**config.mk**
```make
export PLATFORM = sky130hd
export DESIGN_NAME = microseq_cpu_core_flat
export DESIGN_NICKNAME = d
export VERILOG_FILES = /design/src/rtl/microseq_cpu_core_if.sv /design/src/rtl/microseq_cpu_core.sv /design/src/flat_wrapper.sv
export SDC_FILE = /design/constraint.sdc
export NUM_CORES = 1
export LEC_CHECK = 0
export CAP_MARGIN = 20
export CORE_UTILIZATION = 48
export CTS_CLUSTER_SIZE = 40
export DETAILED_ROUTE_END_ITERATION = 8
export PLACE_DENSITY = 0.77
export SYNTH_ARGS = -nofsm -noshare
export SYNTH_HDL_FRONTEND = slang
export SYNTH_SLANG_ARGS = --single-unit
```
**constraint.sdc**
```tcl
create_clock -name clk -period 2.55 [get_ports clk]
set_input_delay 0.51 -clock clk [delete_from_list [all_inputs] [get_ports clk]]
set_output_delay 0.51 -clock clk [all_outputs]
set_load 0.02 [all_outputs]
```
**src/rtl/microseq_cpu_core_if.sv**
```systemverilog
// ---------------------------------------------------------------------------
// microseq_cpu_core_if
// Memory port between the microsequenced CPU core and external memory.
//   mem_addr  : word address, held from the core's AR
//   mem_rd    : read request
//   mem_wr    : write request (never high together with mem_rd)
//   mem_wdata : write data, held from the core's AC
//   mem_rdata : read data, valid when mem_ready=1
//   mem_ready : the access completes on the rising edge where it is 1
// Modports: master = CPU core, slave = memory.
// ---------------------------------------------------------------------------
interface microseq_cpu_core_if #(
  parameter int DATA_W = 8,
  parameter int OP_W   = 3
);
  localparam int ADDR_W = DATA_W - OP_W;

  logic [ADDR_W-1:0] mem_addr;
  logic              mem_rd;
  logic              mem_wr;
  logic [DATA_W-1:0] mem_wdata;
  logic [DATA_W-1:0] mem_rdata;
  logic              mem_ready;

  modport master (
    output mem_addr, mem_rd, mem_wr, mem_wdata,
    input  mem_rdata, mem_ready
  );

  modport slave (
    input  mem_addr, mem_rd, mem_wr, mem_wdata,
    output mem_rdata, mem_ready
  );
endinterface

```
**src/rtl/microseq_cpu_core.sv**
```systemverilog
// ---------------------------------------------------------------------------
// microseq_cpu_core
// Microsequenced accumulator CPU with an 8-instruction set (ADD, AND, JMP,
// INC, CLR, JZ, STA, HLT), carry/zero flags and a ready-handshaked memory
// port. Instruction word = {opcode[OP_W], operand[ADDR_W]}.
// Ports:
//   clk     : clock, all state changes on the rising edge
//   reset   : asynchronous, active-low reset
//   bus     : memory port (microseq_cpu_core_if.master)
//   pc_o    : program counter
//   ac_o    : accumulator
//   carry_o : carry flag
//   zero_o  : AC == 0 (combinational)
//   halted  : 1 while in the HALT state
// ---------------------------------------------------------------------------
module microseq_cpu_core #(
  parameter  int DATA_W = 8,
  parameter  int OP_W   = 3,
  localparam int ADDR_W = DATA_W - OP_W
) (
  input  logic                clk,
  input  logic                reset,
  microseq_cpu_core_if.master bus,
  output logic [ADDR_W-1:0]   pc_o,
  output logic [DATA_W-1:0]   ac_o,
  output logic                carry_o,
  output logic                zero_o,
  output logic                halted
);

  localparam logic [OP_W-1:0] OP_ADD = OP_W'(0);
  localparam logic [OP_W-1:0] OP_AND = OP_W'(1);
  localparam logic [OP_W-1:0] OP_JMP = OP_W'(2);
  localparam logic [OP_W-1:0] OP_INC = OP_W'(3);
  localparam logic [OP_W-1:0] OP_CLR = OP_W'(4);
  localparam logic [OP_W-1:0] OP_JZ  = OP_W'(5);
  localparam logic [OP_W-1:0] OP_STA = OP_W'(6);

  typedef enum logic [3:0] {
    S_FETCH1, S_FETCH2, S_FETCH3,
    S_ADD1, S_ADD2, S_AND1, S_AND2,
    S_JMP1, S_INC1, S_CLR1, S_JZ1, S_STA1,
    S_HALT
  } state_t;

  state_t            state, state_nxt;
  logic [ADDR_W-1:0] pc, ar;
  logic [DATA_W-1:0] dr, ac;
  logic [OP_W-1:0]   ir;
  logic              c;
  logic              mem_rd_c, mem_wr_c, halted_c;

  // {carry, sum} of two DATA_W-bit operands
  function automatic logic [DATA_W:0] add_carry(input logic [DATA_W-1:0] a,
                                                input logic [DATA_W-1:0] b);
    return {1'b0, a} + {1'b0, b};
  endfunction

  // Accumulator/carry update for the ALU execute states, selected by IR.
  // AND leaves the carry untouched; CLR clears both.
  function automatic logic [DATA_W:0] alu(input logic [OP_W-1:0]   op,
                                          input logic              c_in,
                                          input logic [DATA_W-1:0] a,
                                          input logic [DATA_W-1:0] b);
    logic [DATA_W:0] r;
    case (op)
      OP_ADD:  r = add_carry(a, b);
      OP_AND:  r = {c_in, a & b};
      OP_INC:  r = add_carry(a, DATA_W'(1));
      OP_CLR:  r = '0;
      default: r = {c_in, a};
    endcase
    return r;
  endfunction

  // Execute-state entry point for an opcode (used in FETCH3 on the fresh DR)
  function automatic state_t decode(input logic [OP_W-1:0] op);
    state_t s;
    case (op)
      OP_ADD:  s = S_ADD1;
      OP_AND:  s = S_AND1;
      OP_JMP:  s = S_JMP1;
      OP_INC:  s = S_INC1;
      OP_CLR:  s = S_CLR1;
      OP_JZ:   s = S_JZ1;
      OP_STA:  s = S_STA1;
      default: s = S_HALT;
    endcase
    return s;
  endfunction

  // State register
  always_ff @(posedge clk or negedge reset) begin
    if (!reset) state <= S_FETCH1;
    else        state <= state_nxt;
  end

  // Next-state logic; access states hold until mem_ready
  always_comb begin
    state_nxt = state;
    case (state)
      S_FETCH1: state_nxt = S_FETCH2;
      S_FETCH2: if (bus.mem_ready) state_nxt = S_FETCH3;
      S_FETCH3: state_nxt = decode(dr[DATA_W-1 -: OP_W]);
      S_ADD1:   if (bus.mem_ready) state_nxt = S_ADD2;
      S_AND1:   if (bus.mem_ready) state_nxt = S_AND2;
      S_STA1:   if (bus.mem_ready) state_nxt = S_FETCH1;
      S_ADD2, S_AND2, S_JMP1, S_INC1, S_CLR1, S_JZ1:
                state_nxt = S_FETCH1;
      S_HALT:   state_nxt = S_HALT;
      default:  state_nxt = S_FETCH1;
    endcase
  end

  // Output decode: requests depend on state only, so they are mutually
  // exclusive and address/data stay stable for the whole request.
  always_comb begin
    mem_rd_c = 1'b0;
    mem_wr_c = 1'b0;
    halted_c = 1'b0;
    case (state)
      S_FETCH2, S_ADD1, S_AND1: mem_rd_c = 1'b1;
      S_STA1:                   mem_wr_c = 1'b1;
      S_HALT:                   halted_c = 1'b1;
      default: ;
    endcase
  end

  // Datapath registers
  always_ff @(posedge clk or negedge reset) begin
    if (!reset) begin
      pc <= '0;
      ar <= '0;
      dr <= '0;
      ir <= '0;
      ac <= '0;
      c  <= 1'b0;
    end else begin
      case (state)
        S_FETCH1: ar <= pc;
        S_FETCH2: if (bus.mem_ready) begin
          dr <= bus.mem_rdata;
          pc <= pc + ADDR_W'(1);
        end
        S_FETCH3: begin
          ir <= dr[DATA_W-1 -: OP_W];
          ar <= dr[ADDR_W-1:0];
        end
        S_ADD1, S_AND1: if (bus.mem_ready) dr <= bus.mem_rdata;
        S_ADD2, S_AND2, S_INC1, S_CLR1: {c, ac} <= alu(ir, c, ac, dr);
        S_JMP1: pc <= ar;
        S_JZ1:  if (ac == '0) pc <= ar;
        default: ;
      endcase
    end
  end

  assign bus.mem_addr  = ar;
  assign bus.mem_wdata = ac;
  assign bus.mem_rd    = mem_rd_c;
  assign bus.mem_wr    = mem_wr_c;

  assign pc_o    = pc;
  assign ac_o    = ac;
  assign carry_o = c;
  assign zero_o  = (ac == '0);
  assign halted  = halted_c;

endmodule

```
**src/flat_wrapper.sv**
```systemverilog
// flat-port wrapper written by rule: the top's interface ports become plain ports
module microseq_cpu_core_flat 
#(
  parameter  int DATA_W = 8,
  parameter  int OP_W   = 3,
  localparam int ADDR_W = DATA_W - OP_W
)
  (clk, reset, pc_o, ac_o, carry_o, zero_o, halted, bus_mem_addr, bus_mem_rd, bus_mem_wr, bus_mem_wdata, bus_mem_rdata, bus_mem_ready);
  microseq_cpu_core_if #(.DATA_W(DATA_W), .OP_W(OP_W)) bus_i ();
  input  logic clk;
  input  logic reset;
  output logic [ADDR_W-1:0] pc_o;
  output logic [DATA_W-1:0] ac_o;
  output logic carry_o;
  output logic zero_o;
  output logic halted;
  output wire logic [$bits(bus_i.mem_addr)-1:0] bus_mem_addr;
  output wire logic [$bits(bus_i.mem_rd)-1:0] bus_mem_rd;
  output wire logic [$bits(bus_i.mem_wr)-1:0] bus_mem_wr;
  output wire logic [$bits(bus_i.mem_wdata)-1:0] bus_mem_wdata;
  input wire logic [$bits(bus_i.mem_rdata)-1:0] bus_mem_rdata;
  input wire logic [$bits(bus_i.mem_ready)-1:0] bus_mem_ready;
  assign bus_mem_addr = bus_i.mem_addr;
  assign bus_mem_rd = bus_i.mem_rd;
  assign bus_mem_wr = bus_i.mem_wr;
  assign bus_mem_wdata = bus_i.mem_wdata;
  assign bus_i.mem_rdata = bus_mem_rdata;
  assign bus_i.mem_ready = bus_mem_ready;
  microseq_cpu_core #(.DATA_W(DATA_W), .OP_W(OP_W)) u_core (.clk(clk), .reset(reset), .bus(bus_i), .pc_o(pc_o), .ac_o(ac_o), .carry_o(carry_o), .zero_o(zero_o), .halted(halted));
endmodule
```
==> summary.md <==
| Metric | Value |
|---|---|
| Final slew viol count | `0` |
| Final wirelength | `5480 um` |
| Cell Pwr Density | `1520 mW/mm^2` |
| Setup violations, final | `0` |
| Post-synth top area share | `a little under two fifths` |
| Height of the die | `roughly 71 um` |
| Final Hold Viols | `0` |
| Core Area | `0.00447 mm^2` |
| Startpoint type of the worst setup path | `flip-flop` |
| Status | `complete, but fails checks` |
| Cell Area, Synth | `0.00230 mm^2` |
| Least-Margin Pin Slew | `between 600 and 700 ps` |
| Antenna viol nets, final | `0` |
| Critical path endpoint category | `primary output` |
| Max VDD drop | `approximately 700 uV` |
| Layout Nets | `approximately 300` |
| Remaining DRCs | `1` |
| Ys flop type | `dfrtp_1` |
| Setup bufs post-CTS | `0` |
| Clock Latency Late Sink | `just under 300 ps` |
| Clock sink total | `34` |
| Worst-path maximum fanout | `5` |
| Clock Pin Slew Worst Setup and Hold Paths | `roughly 80 ps` |
| Drt via density | `between 5 and 6` |
| Register area share after synthesis | `between 30% and 40%` |
| Cts hold-fix bufs | `0` |
| Initial Utilization | `51.4%` |
| Synth async-reset ratio | `100%` |
| Root buffer cell | `clkbuf_8` |
| Diodes inserted | `0` |
| #FFs+latches synth | `34` |
| Via count | `approximately 2000` |
| Final worst-path cycle share | `around 93%` |
| Clock skew | `about 5.2 ps` |
| DR WL met2 | `between 2000 and 2500 um` |
| Mean Syn Cell Area | `just under 10 um^2` |
| Die X-Extent | `a little over 70 um` |
| Rows | `24` |
| Synth Instances | `around 240` |
| Max Cap Viol | `0` |
| Cells after DPL | `between 300 and 400` |
| Vias in the first global route | `around 1900` |
| PortBufs | `slightly above 40` |
| Router iterations before antenna repair | `6` |
| CTS tree | `built` |
| P_leak | `1.25 nW` |
| Initial antenna violation count | `0` |
| EDFF count, synth | `0` |
| M1 WL | `2710 um` |
| Unrepaired setup endpoints after global routing | `false` |
| Top layer reached by signal wires | `met4` |
| Share of cells above drive strength 1 | `14.9%` |
| Min Clock Period, post-route | `between 2000 and 2500 ps` |
| DR WL/cell | `roughly 16 um` |
| Critical path class | `flip-flop to primary output` |
| First-pass GRT wire length | `roughly 9000 um` |
| Final GP Congestion | `slightly above 0.8` |
| Slew margin rel. | `~59%` |
| Ys Warns | `0` |
| Syn Nets | `258` |
| Setup TNS | `0 ps` |
| Area Overhead vs Synth | `27.1%` |
| DP Area | `0.00277 mm^2` |
| Ports | `42` |
| Synth area leaders | `dfrtp_1 37%, mux2_2 5.4%, ha_1 4.9%, mux2i_1 4.4%, a21oi_1 3.3%` |
| Post-synthesis cell type count | `50` |
| Filler cells | `around 350` |
| TritonCTS buffer count | `5` |
| Final Cell Area | `around 0.003 mm^2` |
| Failing checks | `DRC` |
| CP arrival | `between 1500 and 2000 ps` |
| Worst hold slack | `558 ps` |
| H-tree depth | `2` |
| GRT Total Usage | `a little under a quarter` |
| Final non-filler cell total | `roughly 330` |
| Worst endpoint required time | `~2000 ps` |
| Leading area contributor after synthesis | `dfrtp_1` |
| Largest net degree at the start of global routing | `35` |
| Dpl hpwl | `between 3000 and 4000 um` |
| Met3 routed WL | `roughly 230 um` |
| Maximum clock rate | `approximately 420 MHz` |
| Clock tree buffer depth | `2` |
| Fin util | `roughly 65%` |
| Full die area | `~0.0051 mm^2` |
| Initial DRC Count | `146` |
| Total grt overflow | `0` |
| Worst hold path class | `flip-flop to flip-flop` |
state kept, by name, indices dropped and copies added (netlist names):
signal and count:
u_core.state 4, u_core.bus.mem_addr 5, u_core.pc_o 5, u_core.ir 3, u_core.ac_o 8, u_core.dr 8
u_core.carry_o 1
worst max-delay path: stages (launching register included):
cell	delay [ps]
dfrtp_1	430
or4_1	620
nor2_1	190
dlygate4sd2_1	350
power breakdown:
group          internal [mW]  leakage, nW  switching, mW  total, mW
Clock                  0.417       0.0714          0.204      0.621
Sequential             0.799        0.412          0.377       1.18
Combinational           1.30        0.769           1.34       2.64
Yosys cell counts (all sizes together), types with 6 or more instances:
library cell and instances:
o22ai 6, dfrtp 34, o21ai 9, nand2b 6, inv 6, nor2b 6, buf 9, nand2 7
ha 9, mux2i 10, clkbuf 10, and2 7, a21o 6, a211oi 6, mux2 12, nor3b 6
nor2 17, a21oi 15
layout make-up:
type,instances,area [um^2],share of cell area [%]
clock buffers,6,82.6,2.82
multi-input cells,178,1330,45.4
inverters,6,22.5,0.770
repair buffers,55,514,17.6
well taps,52,65.1,2.22
flip-flops and latches,34,852,29.1
clock inverters,2,60.1,2.05
per-layer routing:
metal / vias to the layer above / global-route usage (%)
met5: - / 0
met4: 0 / 10.0
met3: 6 / 4.50
met2: 41 / 35.0
met1: 963 / 31.8
li1: 953 / -
logic make-up (layout without fill, tap and decap cells):
group / count (synthesis) / in the layout / share of synthesized area, %
simple gates: 74 / 74 / 19.3
compound gates: 68 / 68 / 20.5
flops: 34 / 34 / 37.0
buf+inv: 25 / 69 / 5.71
mux: 22 / 22 / 10.2
fa+ha+maj: 10 / 10 / 5.76
xor+xnor: 4 / 4 / 1.52
metrics by stage:
| step | power [mW] | setup WS [ps] |
|---|---|---|
| 5_1_grt | 4.75 | 61.5 |
| 2_1_floorplan | 2.92 | 162 |
| 3_5_place_dp | 3.77 | 184 |
| 3_3_place_gp | 3.72 | 196 |
| 4_1_cts | 4.42 | 93.3 |
| 6_report | 4.43 | 169 |
cells in the final DEF, fill, tap and decap left out, types with 3 or more instances in the layout:
master	instances
buf_4	14
and2_1	7
o2bb2ai_1	4
clkdlybuf4s50_1	40
nor2b_1	6
nand2_1	7
nor3_1	4
xnor2_1	3
nor3b_1	6
o32ai_1	4
o21ai_0	7
ha_1	9
a21o_1	6
a21oi_1	15
nand2b_1	6
mux2_2	11
o22ai_1	6
a211oi_1	4
or2_2	3
clkbuf_8	6
dfrtp_1	33
nand3b_1	3
a22o_1	4
nor2_1	17
mux2i_1	10
inv_1	6
and3_1	4
repair_timing:
item,in CTS,in global routing
setup endpoints to repair,1,3
gates cloned,0,0
resized for setup,1,3
path summary, 6_finish.rpt:
| check | from | to | slack, ps | cells after the start |
|---|---|---|---|---|
| hold / removal | u_core.bus.mem_addr[2]$_DFFE_PN0P_ | u_core.bus.mem_addr[2]$_DFFE_PN0P_ | 560 | 2 |
| max in group asynchronous | reset | u_core.state[3]$_DFFE_PN0P_ | 1590 | 2 |
| hold reg to reg | u_core.bus.mem_addr[2]$_DFFE_PN0P_ | u_core.bus.mem_addr[2]$_DFFE_PN0P_ | 560 | 2 |
| setup / recovery | u_core.ac_o[3]$_DFFE_PN0P_ | zero_o | 170 | 3 |
| min in group asynchronous | reset | u_core.pc_o[4]$_DFFE_PN0P_ | 630 | 2 |
| setup reg to reg | u_core.ir[2]$_DFFE_PN0P_ | u_core.ac_o[6]$_DFFE_PN0P_ | 210 | 7 |
Power figures use the tool's default switching activity.
